==> src/rtl/multi_wave_capture.sv <==
// -----------------------------------------------------------------------------
// multi_wave_capture
// Captures NCH audio channels in lock-step into ping-pong halves of per-channel
// sample RAMs. A programmable trigger (channel, level, slope) or free-run mode
// starts a capture of 2**(DEPTH-1) decimated samples into the half the display
// is not reading. The halves are swapped only while the display reports idle.
//
// Ports
//   clk               system clock
//   reset             asynchronous, active-high reset
//   new_sample_ready  one-cycle strobe, new_sample_in valid
//   new_sample_in     packed signed samples, channel 0 in LSBs
//   trig_ch           trigger channel select (values >= NCH select channel 0)
//   trig_level        signed trigger threshold
//   trig_slope        0 = rising crossing, 1 = falling crossing
//   free_run          trigger on the first accepted sample while armed
//   decim             keep one of every decim+1 strobes
//   wave_display_idle display not reading RAM; buffer swap allowed
//   write_enable      per-channel RAM write strobe (all bits equal)
//   write_address     {~read_index, sample index}
//   write_sample      packed offset-binary samples, channel 0 in LSBs
//   read_index        buffer half the display must read
//   triggered         one-cycle pulse coinciding with the first write
// -----------------------------------------------------------------------------
module multi_wave_capture #(
    parameter int NCH     = 2,
    parameter int CH_W    = 1,
    parameter int IN_W    = 16,
    parameter int OUT_W   = 8,
    parameter int DEPTH   = 9,
    parameter int DECIM_W = 4
) (
    input  logic                   clk,
    input  logic                   reset,
    input  logic                   new_sample_ready,
    input  logic [NCH*IN_W-1:0]    new_sample_in,
    input  logic [CH_W-1:0]        trig_ch,
    input  logic signed [IN_W-1:0] trig_level,
    input  logic                   trig_slope,
    input  logic                   free_run,
    input  logic [DECIM_W-1:0]     decim,
    input  logic                   wave_display_idle,
    output logic [NCH-1:0]         write_enable,
    output logic [DEPTH-1:0]       write_address,
    output logic [NCH*OUT_W-1:0]   write_sample,
    output logic                   read_index,
    output logic                   triggered
);

    typedef enum logic [1:0] {
        ST_ARMED,
        ST_ACTIVE,
        ST_WAIT
    } state_t;

    localparam logic [DEPTH-2:0]   IDX_ONE  = 1;
    localparam logic [DECIM_W-1:0] DCNT_ONE = 1;

    state_t                   r_state;
    logic [DEPTH-2:0]         r_idx;
    logic [DECIM_W-1:0]       r_dcnt;
    logic signed [IN_W-1:0]   r_prev;
    logic                     r_prev_valid;

    logic                     w_accept;
    logic signed [IN_W-1:0]   w_trig_cur;
    logic                     w_hit;
    logic [NCH*OUT_W-1:0]     w_conv;

    // Keep the top OUT_W bits and flip the sign bit: two's complement -> offset binary.
    function automatic logic [OUT_W-1:0] to_offset(input logic [IN_W-1:0] s);
        return {~s[IN_W-1], s[IN_W-2 -: OUT_W-1]};
    endfunction

    assign w_accept = new_sample_ready && (r_dcnt == '0);

    // Out-of-range channel selects fall back to channel 0.
    always_comb begin
        w_trig_cur = new_sample_in[IN_W-1:0];
        for (int c = 0; c < NCH; c++) begin
            if (int'(trig_ch) == c) begin
                w_trig_cur = new_sample_in[c*IN_W +: IN_W];
            end
        end
    end

    always_comb begin
        w_conv = '0;
        for (int c = 0; c < NCH; c++) begin
            w_conv[c*OUT_W +: OUT_W] = to_offset(new_sample_in[c*IN_W +: IN_W]);
        end
    end

    // A crossing needs a previous accepted sample; the first one after reset never hits.
    always_comb begin
        if (trig_slope) begin
            w_hit = r_prev_valid && (r_prev >= trig_level) && (w_trig_cur < trig_level);
        end else begin
            w_hit = r_prev_valid && (r_prev < trig_level) && (w_trig_cur >= trig_level);
        end
    end

    always_ff @(posedge clk or posedge reset) begin
        if (reset) begin
            r_state       <= ST_ARMED;
            r_idx         <= '0;
            r_dcnt        <= '0;
            r_prev        <= '0;
            r_prev_valid  <= 1'b0;
            write_enable  <= '0;
            write_address <= '0;
            write_sample  <= '0;
            read_index    <= 1'b0;
            triggered     <= 1'b0;
        end else begin
            write_enable <= '0;
            triggered    <= 1'b0;

            // Decimation counter runs on every strobe regardless of state.
            if (new_sample_ready) begin
                if (r_dcnt == '0) begin
                    r_dcnt <= decim;
                end else begin
                    r_dcnt <= r_dcnt - DCNT_ONE;
                end
            end

            if (w_accept) begin
                r_prev       <= w_trig_cur;
                r_prev_valid <= 1'b1;
            end

            case (r_state)
                ST_ARMED: begin
                    if (w_accept && (free_run || w_hit)) begin
                        write_enable  <= '1;
                        write_address <= {~read_index, {(DEPTH-1){1'b0}}};
                        write_sample  <= w_conv;
                        triggered     <= 1'b1;
                        r_idx         <= IDX_ONE;
                        r_state       <= ST_ACTIVE;
                    end
                end
                ST_ACTIVE: begin
                    if (w_accept) begin
                        write_enable  <= '1;
                        write_address <= {~read_index, r_idx};
                        write_sample  <= w_conv;
                        if (&r_idx) begin
                            r_idx   <= '0;
                            r_state <= ST_WAIT;
                        end else begin
                            r_idx <= r_idx + IDX_ONE;
                        end
                    end
                end
                ST_WAIT: begin
                    if (wave_display_idle) begin
                        read_index <= ~read_index;
                        r_state    <= ST_ARMED;
                    end
                end
                default: begin
                    r_state <= ST_ARMED;
                end
            endcase
        end
    end

endmodule

==> config.mk <==
export PLATFORM = sky130hd
export DESIGN_NAME = multi_wave_capture
export DESIGN_NICKNAME = d
export VERILOG_FILES = /design/src/rtl/multi_wave_capture.sv
export SDC_FILE = /design/constraint.sdc
export NUM_CORES = 1
export LEC_CHECK = 0
export CORE_MARGIN = 5
export CORE_UTILIZATION = 45
export DETAILED_ROUTE_END_ITERATION = 12
export GPL_TIMING_DRIVEN = 0
export HOLD_SLACK_MARGIN = 0.1
export PLACE_DENSITY = 0.77
export SLEW_MARGIN = 10
export SYNTH_ARGS = -nofsm -noshare
export SYNTH_HDL_FRONTEND = slang
export SYNTH_SLANG_ARGS = --single-unit
==> constraint.sdc <==
create_clock -name clk -period 2.5 [get_ports clk]
set_input_delay 0.5 -clock clk [delete_from_list [all_inputs] [get_ports clk]]
set_output_delay 0.5 -clock clk [all_outputs]
set_load 0.02 [all_outputs]
# ---- Word level (Yosys, flattened, before mapping)
# Index checks and enable logic that the tools add are counted.
dict set report word_totals {
  regBits 60
  in_bits 59
  output_inout_bits 29
  wordCells 62
}
dict set report classes {
  n_addsub 2
  n_lt_le_gt_ge 4
  eq_ne 6
  muxes 23
  bitwise 3
  reduce_logical 14
}
# cell count
set op_table {}
lappend op_table {{$mux W16} 3}
lappend op_table {{$ge A16 B16 Y1} 2}
lappend op_table {{$lt A16 B16 Y1} 2}
lappend op_table {{$pmux W16 S2} 1}
lappend op_table {{$mux W8} 3}
lappend op_table {{$mux W9} 2}
lappend op_table {{$pmux W9 S2} 1}
lappend op_table {{$pmux W8 S2} 1}
lappend op_table {{$mux W2} 6}
lappend op_table {{$add A8 B1 Y8 const B} 1}
lappend op_table {{$ne A2 B2 Y1 const B} 4}
lappend op_table {{$reduce_and A8 Y1} 1}
lappend op_table {{$logic_and A1 B1 Y1} 6}
lappend op_table {{$pmux W2 S3} 1}
lappend op_table {{$logic_not A4 Y1} 1}
lappend op_table {{$mux W4} 1}
lappend op_table {{$pmux W2 S2} 1}
lappend op_table {{$reduce_and A4 Y1} 1}
lappend op_table {{$sub A4 B1 Y4 const B} 1}
lappend op_table {{$mux W1} 3}
lappend op_table {{$not A1 Y1} 3}
lappend op_table {{$reduce_and A3 Y1} 1}
lappend op_table {{$eq A2 B1 Y1 const B} 1}
lappend op_table {{$eq A2 B2 Y1 const B} 1}
lappend op_table {{other kinds (4)} 4}

# ---- Depth between registers and ports, before layout
# Gate-level depths: netlist of the first run.
dict set report logic_depth {
  ltp_word 8
  ltp_mapped 13
  mapped_depth_nobuf 10
}

# ---- Worst setup path before layout of the first run
# OpenSTA, ideal clock, no wires.
dict set report synth_path {
  path_kind {input-to-reg}
  startpoint {input trig_ch}
  endpoint {register write_sample[10]}
  setup_time_ns 0.125
  t_arrival_ns 3.976
  required_ns 2.375
  slack_ns -1.601
  path_stages 13
  n_path_buf 3
  path_cell_list {clkbuf_1 > buf_1 > mux2_2 > ha_1 > nand4_1 > or4_1 > a21o_1 > a31oi_1 > nor2_1 > a41o_1 > o31ai_4 > buf_6 > mux2_2}
}
dict set report synth_between {
  elab_chain_len 8
  elab_cells_between_ends 10
  cone_classes {2 x order compare; 1 x eq/ne; 2 x mux; 5 x reduce/logical}
}
# element line
set synth_lines {}
lappend synth_lines {{start, declared} 37} ;# input logic [CH_W-1:0] trig_ch,
lappend synth_lines {{$mux W16 (*)} 81} ;# if (int'(trig_ch) == c) begin
lappend synth_lines {{net w_trig_cur[15]} 66} ;# logic signed [IN_W-1:0] w_trig_cur;
lappend synth_lines {{$ge A16 B16 Y1 or $lt A16 B16 Y1 (tied branches)} {99, 97}}
lappend synth_lines {{$logic_and A1 B1 Y1 (on tied branches)} {99, 97}}
lappend synth_lines {{$mux W1 (*)} 96} ;# if (trig_slope) begin
lappend synth_lines {{$logic_or A1 B1 Y1 (*)} 135} ;# if (w_accept && (free_run || w_hit)) begin
lappend synth_lines {{$logic_and A1 B1 Y1 (*)} 135}
lappend synth_lines {{$ne A2 B2 Y1 (no line) (*)} --}
lappend synth_lines {{$reduce_and A3 Y1 (no line) (*)} --}
lappend synth_lines {{end signal, assigned} 138} ;# write_sample <= w_conv;
lappend synth_lines {{end signal, assigned} 148} ;# write_sample <= w_conv;
lappend synth_lines {{end, declared} 45} ;# output logic [NCH*OUT_W-1:0] write_sample,
# Mark *: on every way through the listed nets, which the timed path passes. The rest lies on a longest branch.
# A chain may end at the register's enable or synchronous reset.

# ---- Worst setup path after layout of the first run
dict set report layout_path {
  startpoint {input new_sample_in[21]}
  endpoint {register write_sample[1]}
}
dict set report layout_between {
  elab_chain_len 8
  elab_cells_between_ends 10
  cone_classes {2 x order compare; 1 x eq/ne; 2 x mux; 5 x reduce/logical}
}
# element line
set layout_lines {}
lappend layout_lines {{start, declared} 36} ;# input logic [NCH*IN_W-1:0] new_sample_in,
lappend layout_lines {{$mux W16 (*)} 81}
lappend layout_lines {{net w_trig_cur[5]} 66}
lappend layout_lines {{$ge A16 B16 Y1 or $lt A16 B16 Y1 (tied branches)} {99, 97}}
lappend layout_lines {{$logic_and A1 B1 Y1 (on tied branches)} {99, 97}}
lappend layout_lines {{$mux W1 (*)} 96}
lappend layout_lines {{$logic_or A1 B1 Y1 (*)} 135}
lappend layout_lines {{$logic_and A1 B1 Y1 (*)} 135}
lappend layout_lines {{$ne A2 B2 Y1 (no line) (*)} --}
lappend layout_lines {{$reduce_and A3 Y1 (no line) (*)} --}
# Marks and branches as above.

==> summary.txt, run 1 <==
Floorplanning
  – Num rows: 31
  – Die Footprint: 9460 um2
  – Ports: 88
  – Die height: 97.3 um
  – Core area: 7330 um2
  – Die Width: 97.3 um
  – Starting Density: 46.8%

Logic synthesis
  – Most used flip-flop cell after synthesis: dfrtp_1
  – Cells after Synth: 349
  – Syn nets: 442
  – Post-Synth XOR/XNOR Area: 0.255%
  – Syn avg cell area: 9.82 um2
  – Synthesized-area fraction occupied by and/or/nand/nor cells: 15.5%
  – Mux share of post-synthesis cell area: 11.0%
  – Ys Warns: 0
  – Compound-Gate Fraction of Synth Area: 12.8%
  – Post-synth top cells: nand2_1, dfrtp_1, ha_1
  – Register area share after synthesis: 43.1%
  – Largest family of logic cells by synthesized area: simple AND/OR/NAND/NOR gates
  – EDFF count, synth: 0
  – Seq cells post-synth: 59
  – Share of the synthesized area in the top cell type: 43.1%
  – Top-count cell post-synth: nand2_1
  – Post-synth design cell area: 3430 um2
  – Adder-Cell Fraction of Synth Area: 12.4%
  – Synth unique cells: 43
  – Top post-synthesis cells by area: dfrtp_1, ha_1, mux2_2
  – Post-synth top area cell: dfrtp_1
  – Post-synth ARST share: 100%

Job
  – Total of max-cap violations: 0

Setup path
  – Crit-path max cell delay: 0.54 ns
  – Setup CP Type: input port to flop
  – Startpoint Class: input port
  – Worst Path Arrival: 3.65 ns
  – CP most frequent cell: mux2_4
  – CP max stage cell: or4_4
  – Worst EP required: 2.72 ns
  – Crit path cell chain: clkdlybuf4s50_1, mux2_4, ha_4, nand2_1, or4_4, a21o_1, a31oi_2, nor2_1, a41o_1, o31ai_4, buf_6, buf_8, mux2_4
  – Crit Path Max Fanout: 7
  – Worst setup EP type: flop

Timing
  – Setup TNS: -29.66 ns
  – FMAX: 0.291 GHz
  – Slew Limit Fails: 0
  – Final worst setup slack: -0.934 ns
  – Slew @ Worst Pin: 0.745 ns
  – Period minus WS final: 3.43 ns
  – Count of final setup violators: 36
  – Part of the cycle the worst path needs: 137%
  – Clock skew: 0.0138 ns
  – Unrepaired setup endpoints after global routing: yes
  – Final Hold Vio Count: 0
  – Slew HR: 50.3%

Outcome
  – Status: finished with violations
  – Failing checks: setup timing

Cells and area
  – Inserted Diodes: 0
  – Layout Utilization: 70.6%
  – FILL cells: 518
  – Synthesis-to-finish area growth: 50.9%
  – Non-filler cells, final: 570
  – Share of post-route cells with drive strength above 1: 21.9%
  – Nets: 559

Clock tree
  – Post-CTS Hold Buffers: 0
  – Num Clock Sinks: 59
  – Clock insertion delay at the later pin of the skew report: 0.34 ns
  – CTS tree: built
  – H-tree level count: 3
  – Clock Path Buffers: 2
  – Inserted Clock Buffers: 9
  – Reg clk slew, reported paths: 0.07 ns
  – CTS root buf: clkbuf_8

Worst hold path
  – Class of the worst hold path: input port to flop

Pwr
  – Worst vdd ir: 0.000628 V
  – Sequential share of power: 35.8%
  – Sw frac: 37.2%
  – Logic pwr share: 46.4%
  – Clock power frac: 17.8%
  – Lkg Pwr: 2.52 nW
  – Cell Int Power: 2.79 mW
  – PD cells: 860 nW/um2
  – NetSw: 1.65 mW

Drt
  – Post-DRT Antenna Nets: 0
  – Drt total wl: 9.30 mm
  – DR WL/cell: 16.3 um
  – Routed via count: 3061
  – Via density: 5.37
  – Drt first pass iters: 4
  – Initial DRC count: 136
  – Post-route DRC: 0

GRT
  – Total Routing Usage GR: 19.8%
  – Vias in the first global route: 3210
  – Largest net degree at the start of global routing: 60
  – Final global-route overflow total: 0
  – Initial antenna violation count: 0
  – First-pass GRT wire length: 15.5 mm

Placed design
  – GPL Wtd Cong: 0.850
  – I/O Buffers: 85
  – Post-DP HPWL: 6.39 mm
  – DP Cell Count: 533
-- kinds of logic after synthesis --
family / Yosys count
DFF: 59
buffers and inverters: 40
adders and majority gates: 34
muxes: 34
AOI/OAI and AO/OA: 63
and+or+nand+nor: 118
xor gates and xnor gates: 1
-- power groups by stage --
stage | Clock [mW] | Sequential, mW | Combinational (mW)
2_1_floorplan | 0 | 1.77 | 0.909
3_3_place_gp | 0 | 1.56 | 1.78
3_5_place_dp | 0 | 1.59 | 1.83
4_1_cts | 0.801 | 1.58 | 1.94
5_1_grt | 0.852 | 1.64 | 2.27
6_report | 0.790 | 1.59 | 2.07
-- critical path: cells and delay by family --
family	cells	cell delay, ns
compound gates	4	0.88
buf+inv	3	0.74
simple gates	3	0.67
mux	2	0.59
fa+ha+maj	1	0.27
-- worst paths after layout --
| path | end | cells after the start | start | slack [ns] |
|---|---|---|---|---|
| setup / recovery | write_sample[1]$_DFFE_PP0P_ | 13 | new_sample_in[21] | -0.93 |
| hold / removal | write_sample[15]$_DFFE_PP0P_ | 2 | new_sample_in[31] | 0.38 |
| setup reg to reg | write_sample[1]$_DFFE_PP0P_ | 11 | r_prev[15]$_DFFE_PP0P_ | -0.49 |
| hold reg to reg | r_prev[0]$_DFFE_PP0P_ | 2 | r_prev[0]$_DFFE_PP0P_ | 0.48 |
| max in group asynchronous | r_prev[6]$_DFFE_PP0P_ | 2 | reset | 1.34 |
| min in group asynchronous | write_sample[1]$_DFFE_PP0P_ | 2 | reset | 0.64 |
-- stage by stage --
step	cell area, um2	worst slack, ns	total power [mW]	hold slack [ns]
after floorplan	3540	-1.02	2.68	0.450
after global placement	4510	-1.48	3.34	0.461
after detailed placement	4510	-1.55	3.42	0.470
after CTS	4970	-0.843	4.32	0.487
after global routing	5170	-1.02	4.76	0.402
final	5170	-0.934	4.45	0.379
-- layout make-up --
type / instances / area [um2] / area share, %
Multi-Input combinational cell: 250 / 2090 / 40.5
Timing Repair Buffer: 106 / 1070 / 20.7
Tap cell: 99 / 124 / 2.39
Inverter: 28 / 108 / 2.08
Sequential cell: 59 / 1480 / 28.5
Clock buffer: 10 / 138 / 2.66
Buffer: 12 / 121 / 2.35
Clock inverter: 6 / 40.0 / 0.774
-- registers in the layout, indices dropped and copies added (netlist names) --
register	count
r_prev	16
write_sample	16
write_address	9
r_idx	8
r_dcnt	4
r_state	2
r_prev_valid	1
read_index	1
triggered	1
write_enable	1
-- what timing repair did --
item                       CTS  global route
pin swaps                   13            14
setup endpoints to repair   43            39
buffers inserted            16             7
resized for setup           40            31
gates cloned                 1             1
-- metal layers --
layer / vias up / global-route usage, % / wire, um
met5: - / 0 / 0
met4: 0 / 7.56 / 163
met3: 18 / 5.10 / 559
met2: 89 / 33.0 / 4560
met1: 1493 / 24.8 / 4020
li1: 1461 / - / -
-- placed cells by master, fill, tap and decap left out, drive strengths merged, types with 3 or more instances in the layout --
cell type	netlist	layout
a21oi	19	19
a31oi	4	4
o21ai	8	8
dlymetal6s2s	0	3
nand2b	4	4
a22o	11	11
mux2i	5	5
clkinv	0	4
a21o	7	7
clkdlybuf4s50	0	68
nand2	65	65
buf	5	25
inv	28	29
mux2	29	29
nor2	17	17
nand4	5	5
nand3	6	6
ha	34	34
clkbuf	7	18
o31ai	3	3
dlygate4sd2	0	14
dfrtp	59	59
nor3	8	8
(Power assumes the default switching activity.)
==> run 2: changes to the inputs <==
Settings changed: CAP_MARGIN set to 20, SLEW_MARGIN 10 to 20.
==> summary.txt, run 2 (synthesis results as in run 1) <==
Pwr
  – PD cells: 914 nW/um2
  – Lkg Pwr: 2.50 nW
  – Worst vdd ir: 0.000738 V

Setup path
  – Origin of the critical flop-to-flop path: r_prev[15]$_DFFE_PP0P_
  – CP max stage cell: or4_4
  – Crit path buf inv count: 4
  – CP Depth: 14
  – Crit path cell chain: clkbuf_16, buf_12, mux2_4, ha_4, nand4_1, or4_4, a21o_1, a31oi_1, nor2_1, a41o_1, o31ai_4, buf_6, buf_8, mux2_4
  – Setup CP Type: input port to flop
  – R2R Setup Slk: -0.40 ns
  – Worst EP required: 2.73 ns
  – Worst r2r path cells: 11
  – Crit-path max cell delay: 0.57 ns
  – CP most frequent cell: mux2_4
  – Reg-to-Reg End: write_sample[1]$_DFFE_PP0P_
  – Crit Path Max Fanout: 8
  – Worst setup EP type: flop
  – Startpoint Class: input port
  – Crit path max-delay family: compound AO/OA/AOI/OAI gates
  – Worst Path Arrival: 3.57 ns

Clock tree
  – CTS root buf: clkbuf_8
  – Num Clock Sinks: 59
  – Post-CTS Hold Buffers: 0
  – Clock insertion delay at the later pin of the skew report: 0.35 ns
  – Reg clk slew, reported paths: 0.07 ns
  – CTS tree: built
  – Inserted Clock Buffers: 9
  – H-tree level count: 3
  – Clock Path Buffers: 2

Timing
  – Setup TNS: -26.50 ns
  – Slew HR: 52.4%
  – Clock skew: 0.00813 ns
  – Slew @ Worst Pin: 0.711 ns
  – Slew Limit Fails: 0
  – Part of the cycle the worst path needs: 134%
  – Final Hold Vio Count: 0
  – Unrepaired setup endpoints after global routing: yes
  – Period minus WS final: 3.35 ns
  – Final worst setup slack: -0.845 ns
  – Count of final setup violators: 36
  – FMAX: 0.299 GHz

Cells and area
  – Synthesis-to-finish area growth: 49.5%
  – Share of post-route cells with drive strength above 1: 20.4%
  – Commonest non-fill, non-tap cell in the layout: clkdlybuf4s50_1
  – Nets: 559
  – Most frequent cells in the layout: clkdlybuf4s50_1, nand2_1, dfrtp_1
  – Layout Utilization: 69.9%
  – Regs by FF count: r_prev (16), write_sample (16), write_address (9)
  – Inserted Diodes: 0
  – Final instance area: 5130 um2

GRT
  – Vias in the first global route: 3253
  – Initial antenna violation count: 0
  – Total Routing Usage GR: 20.0%
  – Final global-route overflow total: 0
  – Largest net degree at the start of global routing: 36
  – First-pass GRT wire length: 15.6 mm

Drt
  – Drt first pass iters: 4
  – Drt total wl: 9.07 mm
  – DR WL/cell: 15.9 um
  – Post-route DRC: 0
  – Routed via count: 3011
  – Initial DRC count: 164
  – Post-DRT Antenna Nets: 0
  – Via density: 5.28

Placed design
  – GPL Wtd Cong: 0.850
  – Post-DP Area: 4530 um2
  – Post-DP HPWL: 6.53 mm
  – I/O Buffers: 85

Floorplanning
  – Die Width: 97.3 um
  – Core area: 7330 um2
  – Num rows: 31
  – Die Footprint: 9460 um2
  – Ports: 88
  – Die height: 97.3 um
  – Starting Density: 46.8%

Outcome
  – Failing checks: setup timing
  – Status: finished with violations

Job
  – Total of max-cap violations: 0

Worst hold path
  – Class of the worst hold path: input port to async pin
## run 2: cell types whose count changed in the layout (fill, tap and decap cells not counted), moves of 2 or more
cell and change:
ha_1 +2, dlygate4sd2_1 +2, clkinv_2 -2, ha_4 -2, buf_4 +2, dlymetal6s2s_1 -3, bufinv_16 +3, nor2_4 -2
nor3_2 +2
## run 2: how the worst max path moves through the flow
stage                                 start  slack [ns]                           end
after CTS                           trig_ch       -0.79   write_sample[1]$_DFFE_PP0P_
final                               trig_ch       -0.85   write_sample[1]$_DFFE_PP0P_
after global routing                trig_ch       -0.90   write_sample[1]$_DFFE_PP0P_
after floorplan                     trig_ch       -1.02  write_sample[10]$_DFFE_PP0P_
after global placement    new_sample_in[27]       -1.48   write_sample[1]$_DFFE_PP0P_
after detailed placement   new_sample_in[8]       -1.52   write_sample[1]$_DFFE_PP0P_
## run 2: metal layers
layer  vias up  part of all wire, %  global-route usage (%)
met4         0                  1.4                    7.14
li1       1463                    -                       -
met1      1463                   45                    25.7
met2        74                   49                    33.0
met3        11                  4.9                    4.74
met5         -                    0                       0
## run 2: power by group
part	switching [mW]	leakage (nW)	internal, mW
Combinational	0.944	1.66	1.04
Sequential	0.262	0.708	1.33
Clock	0.414	0.126	0.691
Total	1.62	2.50	3.07
## run 2: cell type report
type / instances / area, um2
multi-input cells: 250 / 2020
flip-flops and latches: 59 / 1480
plain buffers: 12 / 114
fillers: 513 / 2200
repair buffers: 106 / 1040
inverters: 28 / 108
clock inverters: 6 / 113
clock buffers: 10 / 138
well taps: 99 / 124
## run 2: timing repair
action                                  4_1_cts  5_1_grt
buffers inserted                             15        4
resized for setup                            49        8
endpoints found under the setup margin       42       38
pin swaps                                    12       11
cloned                                        1        1
## run 2: worst reg2reg max path: stages (launching register included)
cell     delay [ns]
dfrtp_1        0.40
ha_1           0.33
nand4_1        0.21
nor4_2         0.29
o21ai_0        0.16
a31oi_1        0.26
nor2_1         0.08
a41o_1         0.22
o31ai_4        0.23
buf_6          0.18
buf_8          0.14
mux2_4         0.30
## run 2: through the flow
step | hold WS, ns | setup slack (ns) | total power, mW | cells
floorplan | 0.450 | -1.02 | 2.68 | 349
global placement | 0.461 | -1.48 | 3.34 | 533
detailed placement | 0.470 | -1.52 | 3.42 | 534
CTS | 0.478 | -0.792 | 4.67 | 566
global route | 0.496 | -0.900 | 5.01 | 570
finish | 0.479 | -0.845 | 4.69 | 570
==> run 3: changes to the inputs <==
Clock period 2.5 ns to 3 ns, I/O delays scaled along.
==> summary.txt, run 3 (synthesis results as in run 1) <==
Outcome
  – Status: finished with violations
  – Failing checks: setup timing

Clock tree
  – Num Clock Sinks: 59
  – Clock Path Buffers: 2
  – H-tree level count: 3
  – CTS tree: built
  – Inserted Clock Buffers: 9
  – CTS root buf: clkbuf_8
  – Reg clk slew, reported paths: 0.07 ns
  – Clock insertion delay at the later pin of the skew report: 0.35 ns

Placed design
  – Post-DP HPWL: 6.25 mm
  – Post-place setup slack: -1.11 ns
  – DP Cell Count: 534
  – I/O Buffers: 85
  – GPL Wtd Cong: 0.854

Floorplanning
  – Num rows: 31
  – Die Width: 97.3 um
  – Core area: 7330 um2
  – Die Footprint: 9460 um2
  – Die height: 97.3 um
  – Starting Density: 46.8%
  – Ports: 88

Pwr
  – PD cells: 733 nW/um2
  – Clock power frac: 20.1%
  – NetSw: 1.36 mW
  – Logic pwr share: 44.9%
  – Lkg Pwr: 2.53 nW
  – Worst vdd ir: 0.000669 V
  – Overall power: 3.75 mW
  – Sequential share of power: 35.1%
  – Sw frac: 36.2%
  – Cell Int Power: 2.39 mW

Drt
  – Post-route DRC: 0
  – Routed via count: 2954
  – Initial DRC count: 140
  – Via density: 5.22
  – DR WL/cell: 16.2 um
  – Drt total wl: 9.14 mm
  – Post-DRT Antenna Nets: 0
  – Drt first pass iters: 4

Timing
  – Unrepaired setup endpoints after global routing: yes
  – Final worst setup slack: -0.437 ns
  – Setup TNS: -12.30 ns
  – Final Hold Vio Count: 0
  – Slew @ Worst Pin: 0.693 ns
  – FMAX: 0.291 GHz
  – Part of the cycle the worst path needs: 115%
  – Clock skew: 0.00851 ns
  – Slew Limit Fails: 0
  – Slew HR: 53.6%
  – Count of final setup violators: 36
  – Period minus WS final: 3.44 ns

Setup path
  – Startpoint Class: input port
  – Setup CP Type: input port to flop
  – Worst EP required: 3.23 ns
  – Worst Path Arrival: 3.66 ns
  – Worst setup EP type: flop
  – Crit Path Max Fanout: 6

Job
  – Total of max-cap violations: 0

Cells and area
  – Most frequent cells in the layout: nand2_1, clkdlybuf4s50_1, dfrtp_1
  – Synthesis-to-finish area growth: 49.2%
  – Non-filler cells, final: 566
  – Commonest non-fill, non-tap cell in the layout: nand2_1
  – Inserted Diodes: 0
  – Nets: 555
  – Regs by FF count: r_prev (16), write_sample (16), write_address (9)
  – Share of post-route cells with drive strength above 1: 20.3%

GRT
  – Initial antenna violation count: 0
  – First-pass GRT wire length: 15.0 mm
  – Vias in the first global route: 3104
  – Total Routing Usage GR: 19.5%
  – Largest net degree at the start of global routing: 39
  – Final global-route overflow total: 0

Worst hold path
  – Class of the worst hold path: flop to flop
==> run 3: cell count changes in the layout (fill, tap and decap cells not counted), sizes merged <==
cell / change
clkdlybuf4s50: -8
dlymetal6s2s: +8
buf: -3
bufinv: -2
clkinvlp: +2
clkbuf: -1
clkinv: -1
inv: +1
==> run 3: worst paths after layout <==
check	cells after the start	slack, ns	endpoint	from
setup / recovery	14	-0.44	write_sample[6]$_DFFE_PP0P_	trig_ch
setup reg to reg	11	0.07	write_sample[6]$_DFFE_PP0P_	r_prev[7]$_DFFE_PP0P_
hold reg to reg	2	0.49	r_prev[0]$_DFFE_PP0P_	r_prev[0]$_DFFE_PP0P_
min in group asynchronous	2	0.55	write_sample[2]$_DFFE_PP0P_	reset
max in group asynchronous	3	1.94	r_prev[6]$_DFFE_PP0P_	reset
hold / removal	2	0.49	r_prev[0]$_DFFE_PP0P_	r_prev[0]$_DFFE_PP0P_
==> run 3: worst max-delay path, stage by stage <==
cell       delay (ns)
clkbuf_16        0.13
buf_4            0.13
mux2_4           0.32
ha_4             0.28
nand4_1          0.16
or4_4            0.53
a21o_1           0.21
a31oi_4          0.16
nor2_1           0.06
a41o_1           0.22
o31ai_4          0.23
buf_6            0.18
buf_8            0.14
mux2_4           0.30
==> run 3: timing repair <==
action	CTS	global route
endpoints found under the setup margin	36	36
pin swaps	10	13
hold buffers	0	0
hold endpoints to repair	0	0
cloned	1	0
resized for setup	47	21
buffers inserted	12	3
==> run 3: metrics by stage <==
stage	hold WS (ns)	area (um2)	utilization [%]
4_1_cts	0.488	4990	68.1
6_report	0.485	5120	69.8
5_1_grt	0.516	5120	69.8
3_5_place_dp	0.470	4530	61.9
3_3_place_gp	0.461	4510	61.5
2_1_floorplan	0.450	3540	-
==> run 3: cell type report <==
type / instances / area [um2]
inverters: 28 / 108
plain buffers: 12 / 113
well taps: 99 / 124
flip-flops and latches: 59 / 1480
clock inverters: 6 / 63.8
repair buffers: 102 / 1020
clock buffers: 10 / 138
multi-input cells: 250 / 2080
fillers: 548 / 2210
==> run 3: power groups by stage <==
stage | logic [mW] | clock network (mW) | registers [mW]
3_3_place_gp | 1.49 | 0 | 1.30
5_1_grt | 1.85 | 0.806 | 1.36
6_report | 1.68 | 0.751 | 1.31
2_1_floorplan | 0.758 | 0 | 1.48
4_1_cts | 1.63 | 0.760 | 1.31
3_5_place_dp | 1.52 | 0 | 1.32
==> run 3: metal layers <==
metal	global-route usage [%]	wire [um]	vias up
li1	-	-	1455
met1	24.3	4140	1380
met2	31.0	4170	97
met3	5.89	590	22
met4	8.73	241	0
met5	0	0	-
